--- config.mk ---
export PLATFORM = sky130hd
export DESIGN_NAME = serial_shifter
export DESIGN_NICKNAME = d
export VERILOG_FILES = /design/src/rtl/shifter_pkg.sv /design/src/rtl/serial_shifter_shift_step.sv /design/src/rtl/serial_shifter.sv
export SDC_FILE = /design/constraint.sdc
export NUM_CORES = 1
export LEC_CHECK = 0
export CORE_AREA = 2 2 69 137
export CTS_BUF_LIST = sky130_fd_sc_hd__clkbuf_4 sky130_fd_sc_hd__clkbuf_8 sky130_fd_sc_hd__clkbuf_16
export DETAILED_ROUTE_END_ITERATION = 8
export DIE_AREA = 0 0 71 139
export HOLD_SLACK_MARGIN = 0.06
export PLACE_DENSITY = 0.74
export RECOVER_POWER = 50
export SLEW_MARGIN = 0
export SYNTH_ARGS = -nofsm -noshare
export SYNTH_HDL_FRONTEND = slang
export SYNTH_SLANG_ARGS = --single-unit
--- constraint.sdc ---
create_clock -name clk -period 2.26 [get_ports clk]
set_input_delay 0.452 -clock clk [delete_from_list [all_inputs] [get_ports clk]]
set_output_delay 0.452 -clock clk [all_outputs]
set_load 0.01 [all_outputs]
--- src/rtl/shifter_pkg.sv ---
// ============================================================================
// Module  : shifter_pkg
// Purpose : Shared definitions for the serial shift/rotate unit: the datapath
//           op encoding, the sequencer state encoding, the per-cycle step
//           width and the legality check for the STEP_BITS parameter.
// Macros  : SERIAL_SHIFTER_ROTATE_EN is used by the files that import this
//           package. It is not referenced here.
// Rev     : 1.0  initial release
// ============================================================================
`default_nettype none

package shifter_pkg;

  // Op encoding shared with the combinational datapath rotator.
  localparam logic [1:0] SHIFT_OP_SLL = 2'b00;
  localparam logic [1:0] SHIFT_OP_ROR = 2'b01;
  localparam logic [1:0] SHIFT_OP_SRL = 2'b10;
  localparam logic [1:0] SHIFT_OP_SRA = 2'b11;

  // Width of the per-cycle step count k. It holds 0..8, which covers the
  // largest legal STEP_BITS.
  localparam int K_W = 4;

  typedef enum logic [1:0] {
    ST_IDLE  = 2'd0,
    ST_SHIFT = 2'd1,
    ST_DONE  = 2'd2
  } state_t;

  function automatic bit step_bits_legal(input int s);
    return (s == 1) || (s == 2) || (s == 4) || (s == 8);
  endfunction

endpackage : shifter_pkg

`default_nettype wire

--- src/rtl/serial_shifter_shift_step.sv ---
// ============================================================================
// Module  : shift_step
// Purpose : Combinational single step of the serial shifter. Shifts or
//           rotates a 32-bit value by k (0..STEP_BITS) under the datapath op.
// Ports   : data_i [31:0]   value before this step
//           k_i    [K_W-1:0] positions to move this step
//           op_i   [1:0]    00 SLL, 01 ROR, 10 SRL, 11 SRA
//           data_o [31:0]   value after this step
// Macros  : SERIAL_SHIFTER_ROTATE_EN
//             defined   : op 01 rotates right.
//             undefined : op 01 yields zero and no rotate leg is built.
// Rev     : 1.0  initial release
// ============================================================================
`default_nettype none

module shift_step
  import shifter_pkg::*;
(
  input  logic [31:0]    data_i,
  input  logic [K_W-1:0] k_i,
  input  logic [1:0]     op_i,
  output logic [31:0]    data_o
);

  always_comb begin
    data_o = '0;
    case (op_i)
      SHIFT_OP_SLL: data_o = data_i << k_i;
      SHIFT_OP_SRL: data_o = data_i >> k_i;
      // Bit 31 is refilled from itself, so the sign survives every step.
      SHIFT_OP_SRA: data_o = $unsigned($signed(data_i) >>> k_i);
      SHIFT_OP_ROR: begin
`ifdef SERIAL_SHIFTER_ROTATE_EN
        // For k=0 the left shift is by 32, which gives zero and leaves
        // data_i unchanged.
        data_o = (data_i >> k_i) | (data_i << (6'd32 - {2'b00, k_i}));
`else
        data_o = '0;
`endif
      end
      default: data_o = '0;
    endcase
  end

endmodule : shift_step

`default_nettype wire

--- src/rtl/serial_shifter.sv ---
// ============================================================================
// Module  : serial_shifter
// Purpose : Iterative 32-bit shift/rotate unit. It moves STEP_BITS positions
//           per cycle and uses a start/busy/done handshake. The result is
//           held until the next completion or reset.
// Params  : STEP_BITS  bits shifted per cycle (1, 2, 4 or 8)
// Ports   : clk          rising-edge clock
//           rst          synchronous active-high reset
//           start        request, accepted only in IDLE or DONE
//           shift_in     operand, captured on accept
//           shift_amt    shift count 0..31, captured on accept
//           shift_op     00 SLL, 01 ROR, 10 SRL, 11 SRA, captured on accept
//           busy         high while in SHIFT
//           done         one-cycle completion pulse
//           shift_out    result register
// Macros  : SERIAL_SHIFTER_ROTATE_EN
//             defined   : op 01 rotates right.
//             undefined : op 01 handshakes normally and returns zero.
// Rev     : 1.0  initial release
// ============================================================================
`default_nettype none

module serial_shifter
  import shifter_pkg::*;
#(
  parameter int STEP_BITS = 1
) (
  input  logic        clk,
  input  logic        rst,
  input  logic        start,
  input  logic [31:0] shift_in,
  input  logic [4:0]  shift_amt,
  input  logic [1:0]  shift_op,
  output logic        busy,
  output logic        done,
  output logic [31:0] shift_out
);

  if (!step_bits_legal(STEP_BITS)) begin : g_bad_step_bits
    $fatal(1, "serial_shifter: STEP_BITS must be 1, 2, 4 or 8");
  end

  state_t         state_q;
  logic [31:0]    work_q;
  logic [31:0]    shift_out_q;
  logic [4:0]     rem_q;
  logic [4:0]     rem_d;
  logic [1:0]     op_q;
  logic           busy_q;
  logic           done_q;
  logic [K_W-1:0] k;
  logic [31:0]    step_res;
  logic [31:0]    amt0_res;

  // k = min(STEP_BITS, remaining). The final step may be partial.
  always_comb begin
    k = K_W'(STEP_BITS);
    if (rem_q < 5'(STEP_BITS)) begin
      k = K_W'(rem_q);
    end
    rem_d = rem_q - 5'(k);
  end

  shift_step u_shift_step (
    .data_i (work_q),
    .k_i    (k),
    .op_i   (op_q),
    .data_o (step_res)
  );

  // A zero-count request completes on the accept edge and never uses the
  // step logic. It still has to follow the zero result of the disabled
  // rotate op.
`ifdef SERIAL_SHIFTER_ROTATE_EN
  assign amt0_res = shift_in;
`else
  assign amt0_res = (shift_op == SHIFT_OP_ROR) ? 32'h0 : shift_in;
`endif

  // Sequencer. busy_q and done_q are loaded with the decode of the next
  // state, so they always equal (state == SHIFT) and (state == DONE).
  always_ff @(posedge clk) begin
    if (rst) begin
      state_q     <= ST_IDLE;
      work_q      <= '0;
      rem_q       <= '0;
      op_q        <= SHIFT_OP_SLL;
      busy_q      <= 1'b0;
      done_q      <= 1'b0;
      shift_out_q <= '0;
    end else begin
      case (state_q)
        ST_SHIFT: begin
          // start is ignored here. Only the step registers advance.
          work_q <= step_res;
          rem_q  <= rem_d;
          if (rem_d == 5'd0) begin
            shift_out_q <= step_res;
            state_q     <= ST_DONE;
            busy_q      <= 1'b0;
            done_q      <= 1'b1;
          end
        end
        default: begin
          // IDLE and DONE both accept. Accepting in DONE gives
          // back-to-back operation with no bubble.
          if (start) begin
            work_q <= shift_in;
            rem_q  <= shift_amt;
            op_q   <= shift_op;
            if (shift_amt == 5'd0) begin
              shift_out_q <= amt0_res;
              state_q     <= ST_DONE;
              busy_q      <= 1'b0;
              done_q      <= 1'b1;
            end else begin
              state_q <= ST_SHIFT;
              busy_q  <= 1'b1;
              done_q  <= 1'b0;
            end
          end else begin
            state_q <= ST_IDLE;
            busy_q  <= 1'b0;
            done_q  <= 1'b0;
          end
        end
      endcase
    end
  end

  assign busy      = busy_q;
  assign done      = done_q;
  assign shift_out = shift_out_q;

endmodule : serial_shifter

`default_nettype wire

==> results.rst <==
.. list-table::
   :header-rows: 1

   * - Metric
     - Value
   * - Status
     - finished, final reports clean
   * - Top_reg_cell synth
     - sky130_fd_sc_hd__dfxtp_1
   * - Critical Path Start Type
     - register
   * - Post-synth EDFFs
     - 0
   * - Pin count of the biggest net entering global routing
     - 35
   * - Share of synthesized registers carrying an async set or reset
     - 0%
   * - CP cell instances
     - nor3_2 -> a21o_1 -> ha_2 -> or3b_4 -> nor3_4 -> buf_8 -> nor3_1 -> a311oi_1
   * - Fraction of layout cells with a size suffix above 1
     - 15.6%
   * - Flip-flop and latch area
     - 1460 sq um
   * - Peak VDD IR
     - 0.395 mV
   * - Initial core utilization
     - 45.5%
   * - Flip-flop and latch count after synthesis
     - 73
   * - Number of antenna cells inserted
     - 0
   * - GRT overflow
     - 0
   * - Main area contributors after synthesis
     - sky130_fd_sc_hd__dfxtp_1, sky130_fd_sc_hd__o21ai_0, sky130_fd_sc_hd__nand2_1, sky130_fd_sc_hd__a211oi_1, sky130_fd_sc_hd__a311oi_1
   * - Share of the synthesized area in the top cell type
     - 36.1%
   * - Mean routed wirelength per cell
     - 18.9 um
   * - Share of the clock period used by the worst path
     - 97.6%
   * - P_sw
     - 1.44 mW
   * - Number of instances in the synthesized netlist
     - 494
   * - Internal reg-to-reg setup slack
     - 50 ps
   * - Share of power burned in registers
     - 36.2%
   * - Final setup TNS
     - 0 ps
   * - Portion of the post-synthesis area used by sequential elements
     - 36.1%
   * - Min-delay worst type
     - reg -> reg
   * - Vias per std cell
     - 6.28
   * - Max Buffers Root-to-Sink
     - 2
   * - Via total after detailed routing
     - 4188
   * - Kind of critical path
     - reg -> reg
   * - Final setup fails
     - 0
   * - Post-route clock skew
     - 6.97 ps
   * - Horizontal die dimension
     - 71 um
   * - Path depth of the worst reg2reg path
     - 8
   * - Total clock sinks
     - 73
   * - Initial antenna violation count
     - 0
   * - Final hold violation count
     - 0
   * - Routed WL
     - 12.6 mm
   * - Quantity of hold-fixing buffers added after cts
     - 0
   * - Cell with the most instances after synthesis
     - sky130_fd_sc_hd__dfxtp_1
   * - Clock network fraction of total power
     - 32.4%
   * - Delay of the slowest critical-path stage
     - 400 ps
   * - Number of warnings issued by yosys
     - 0
   * - Highest net fanout along the worst path
     - 16
   * - Critical path data required time
     - 2500 ps
   * - Worst Path Buf+Inv
     - 1
   * - Sum of net half-perimeters after detailed placement
     - 8.58 mm
   * - Biggest area consumer among synthesized cells
     - sky130_fd_sc_hd__dfxtp_1
   * - Area added between synthesis and finish
     - 32.2%
   * - Max Clock Freq
     - 453 MHz
   * - Total number of nets in the final design
     - 603
   * - Critical-path cell with the highest stage delay
     - sky130_fd_sc_hd__or3b_4
   * - End of the worst hold path
     - work_q[22]
   * - Proportion of total power due to net switching
     - 33.1%
   * - Number of stages on the worst hold path
     - 2
   * - Tot GR Track Use
     - 26.1%
   * - I/O pin count
     - 76
   * - Leakage power total
     - 1.95 nW
   * - Most frequent cells after synthesis
     - sky130_fd_sc_hd__dfxtp_1, sky130_fd_sc_hd__nand2_1, sky130_fd_sc_hd__o21ai_0
   * - FF-to-FF Start
     - rem_q[4]
   * - Post-route DRC violation count
     - 0
   * - Setup WS pre-CTS
     - -11.8 ps
   * - Port buffer count
     - 75
   * - Number of violations reported at the end of detailed-routing iteration 0
     - 389
   * - RePlAce Congestion
     - 0.842
   * - Average cell area after synthesis
     - 8.19 sq um
   * - Number of max-slew violations in the final report
     - 0
   * - Mapped cell area
     - 4050 sq um
   * - First-pass GRT wire length
     - 20.5 mm
   * - Standard cell core area
     - 8890 sq um
   * - Max capacitance violation total
     - 0
   * - Die Ht
     - 139 um
   * - Critical path's top delay family
     - simple AND/OR/NAND/NOR gates
   * - Vias in the first global route
     - 4145
   * - Clock tree from TritonCTS
     - yes
   * - Clock period minus final worst setup slack
     - 2210 ps
   * - Area of combinational cells with multiple inputs
     - 2350 sq um
   * - Least setup slack across all paths after layout
     - 53.2 ps
   * - Logic gate share of total power
     - 31.4%
   * - Worst-skew pair later-pin latency
     - 340 ps
   * - Endpoint arrival time on the critical path
     - 2450 ps
   * - Root Buffer
     - sky130_fd_sc_hd__clkbuf_16
   * - Final worst hold slack
     - 531 ps
   * - Hold_sp
     - work_q[22]
   * - Power density relative to cell area
     - 815 nW/um^2
   * - CTS Buf Count
     - 9
   * - Count of unique library cells instantiated by Yosys
     - 44
   * - Number of fill cells in the layout
     - 787
   * - Endpoint class of the critical path
     - register
   * - First-pass iteration count of the detailed router
     - 5
   * - Die ar.
     - 9870 sq um
   * - Max-slew headroom
     - 57.3%
   * - Clock Pin Slew Worst Setup and Hold Paths
     - 50 ps
   * - Antenna-violating nets left
     - 0
   * - CTS H-tree depth
     - 3
   * - Number of placement rows
     - 49
   * - Pint
     - 2.92 mW
   * - Worst slew pin tran
     - 641 ps
   * - Endpoint of the lowest-slack register-to-register path
     - shift_out[0]
   * - Syn Nets
     - 537
## worst max-delay path by stage
stage / startpoint / end / slack, ps / cells past startpoint
floorplan: rem_q[4] / shift_out[21] / 3 / 9
global placement: shift_amt[2] / shift_out[21] / 100 / 6
detailed placement: shift_amt[2] / shift_out[2] / -10 / 6
CTS: rem_q[3] / shift_out[0] / 20 / 9
global route: rem_q[4] / shift_out[23] / -30 / 8
finish: rem_q[4] / shift_out[0] / 50 / 8
## worst min-delay path, delay by kind of cell (launching register included)
family | cells | cell delay [ps]
and+or+nand+nor | 1 | 110
AOI/OAI and AO/OA | 1 | 50
DFF | 1 | 330
## layer usage
metal  vias to the layer above  GRT usage (%)  wire [um]
li1                       1977              -          -
met3                        42           4.72        499
met1                      2041           27.8       4670
met4                         0           16.4        564
met5                         -              0          0
met2                       128           45.8       6870
## state kept, by name, summed over array words and instances (netlist names)
name       cells
done           1
op_q           2
rem_q          5
shift_out     32
state_q        1
work_q        32
## metrics by stage
stage	cell area [sq um]	utilization, %	total power, mW	std cells
after floorplan	4060	-	2.42	494
final	5350	60.2	4.36	667
after global routing	5350	60.2	4.57	667
after detailed placement	5020	56.4	2.95	647
after global placement	5020	56.4	2.91	647
after CTS	5360	60.3	4.38	666
## power groups by stage
| stage | combinational [mW] | sequential [mW] | clock (mW) |
|---|---|---|---|
| finish | 1.37 | 1.58 | 1.41 |
| global placement | 1.31 | 1.60 | 0 |
| detailed placement | 1.34 | 1.60 | 0 |
| CTS | 1.38 | 1.58 | 1.42 |
| floorplan | 0.813 | 1.61 | 0 |
| global route | 1.48 | 1.60 | 1.48 |
## cells by family after synthesis
family | Yosys count | share of synthesized area, %
muxes | 22 | 5.69
buffers and inverters | 58 | 6.37
AOI/OAI and AO/OA | 172 | 32.0
adders and majority gates | 1 | 0.309
and+or+nand+nor | 168 | 19.5
DFF | 73 | 36.1
## cell usage in the layout, fill, tap and decap left out, drive strengths merged, types with 2 or more instances in the layout
master	netlist	routed
a211oi	26	26
a21o	2	2
a21oi	16	16
a311oi	32	32
a31oi	2	2
buf	15	32
clkbuf	38	12
clkdlybuf4s50	0	39
clkinv	0	5
dfxtp	73	73
dlygate4sd3	0	35
inv	5	5
mux2	8	8
mux2i	14	14
nand2	64	64
nand2b	18	18
nand3	3	3
nor2	32	32
nor2b	4	4
nor3	36	36
nor4b	2	2
o211ai	13	13
o21ai	58	58
o221ai	17	17
or2	2	2
or3	3	3
## repair_timing
| item | 4_1_cts | 5_1_grt |
|---|---|---|
| gates resized for setup | 3 | 3 |
| setup buffers | 2 | 2 |
| pin swaps | 3 | 8 |
| cloned | 1 | 0 |
| setup endpoints to repair | 1 | 33 |
## cell type report
type / count / share of cell area [%]
clock buffer: 10 / 4.35
clock inverter: 6 / 1.10
inverter: 5 / 0.351
multi-input combinational: 363 / 44.0
sequential: 73 / 27.3
tap: 102 / 2.39
timing repair buffer: 108 / 20.5
Note: power is estimated with default switching activity, not from simulation.
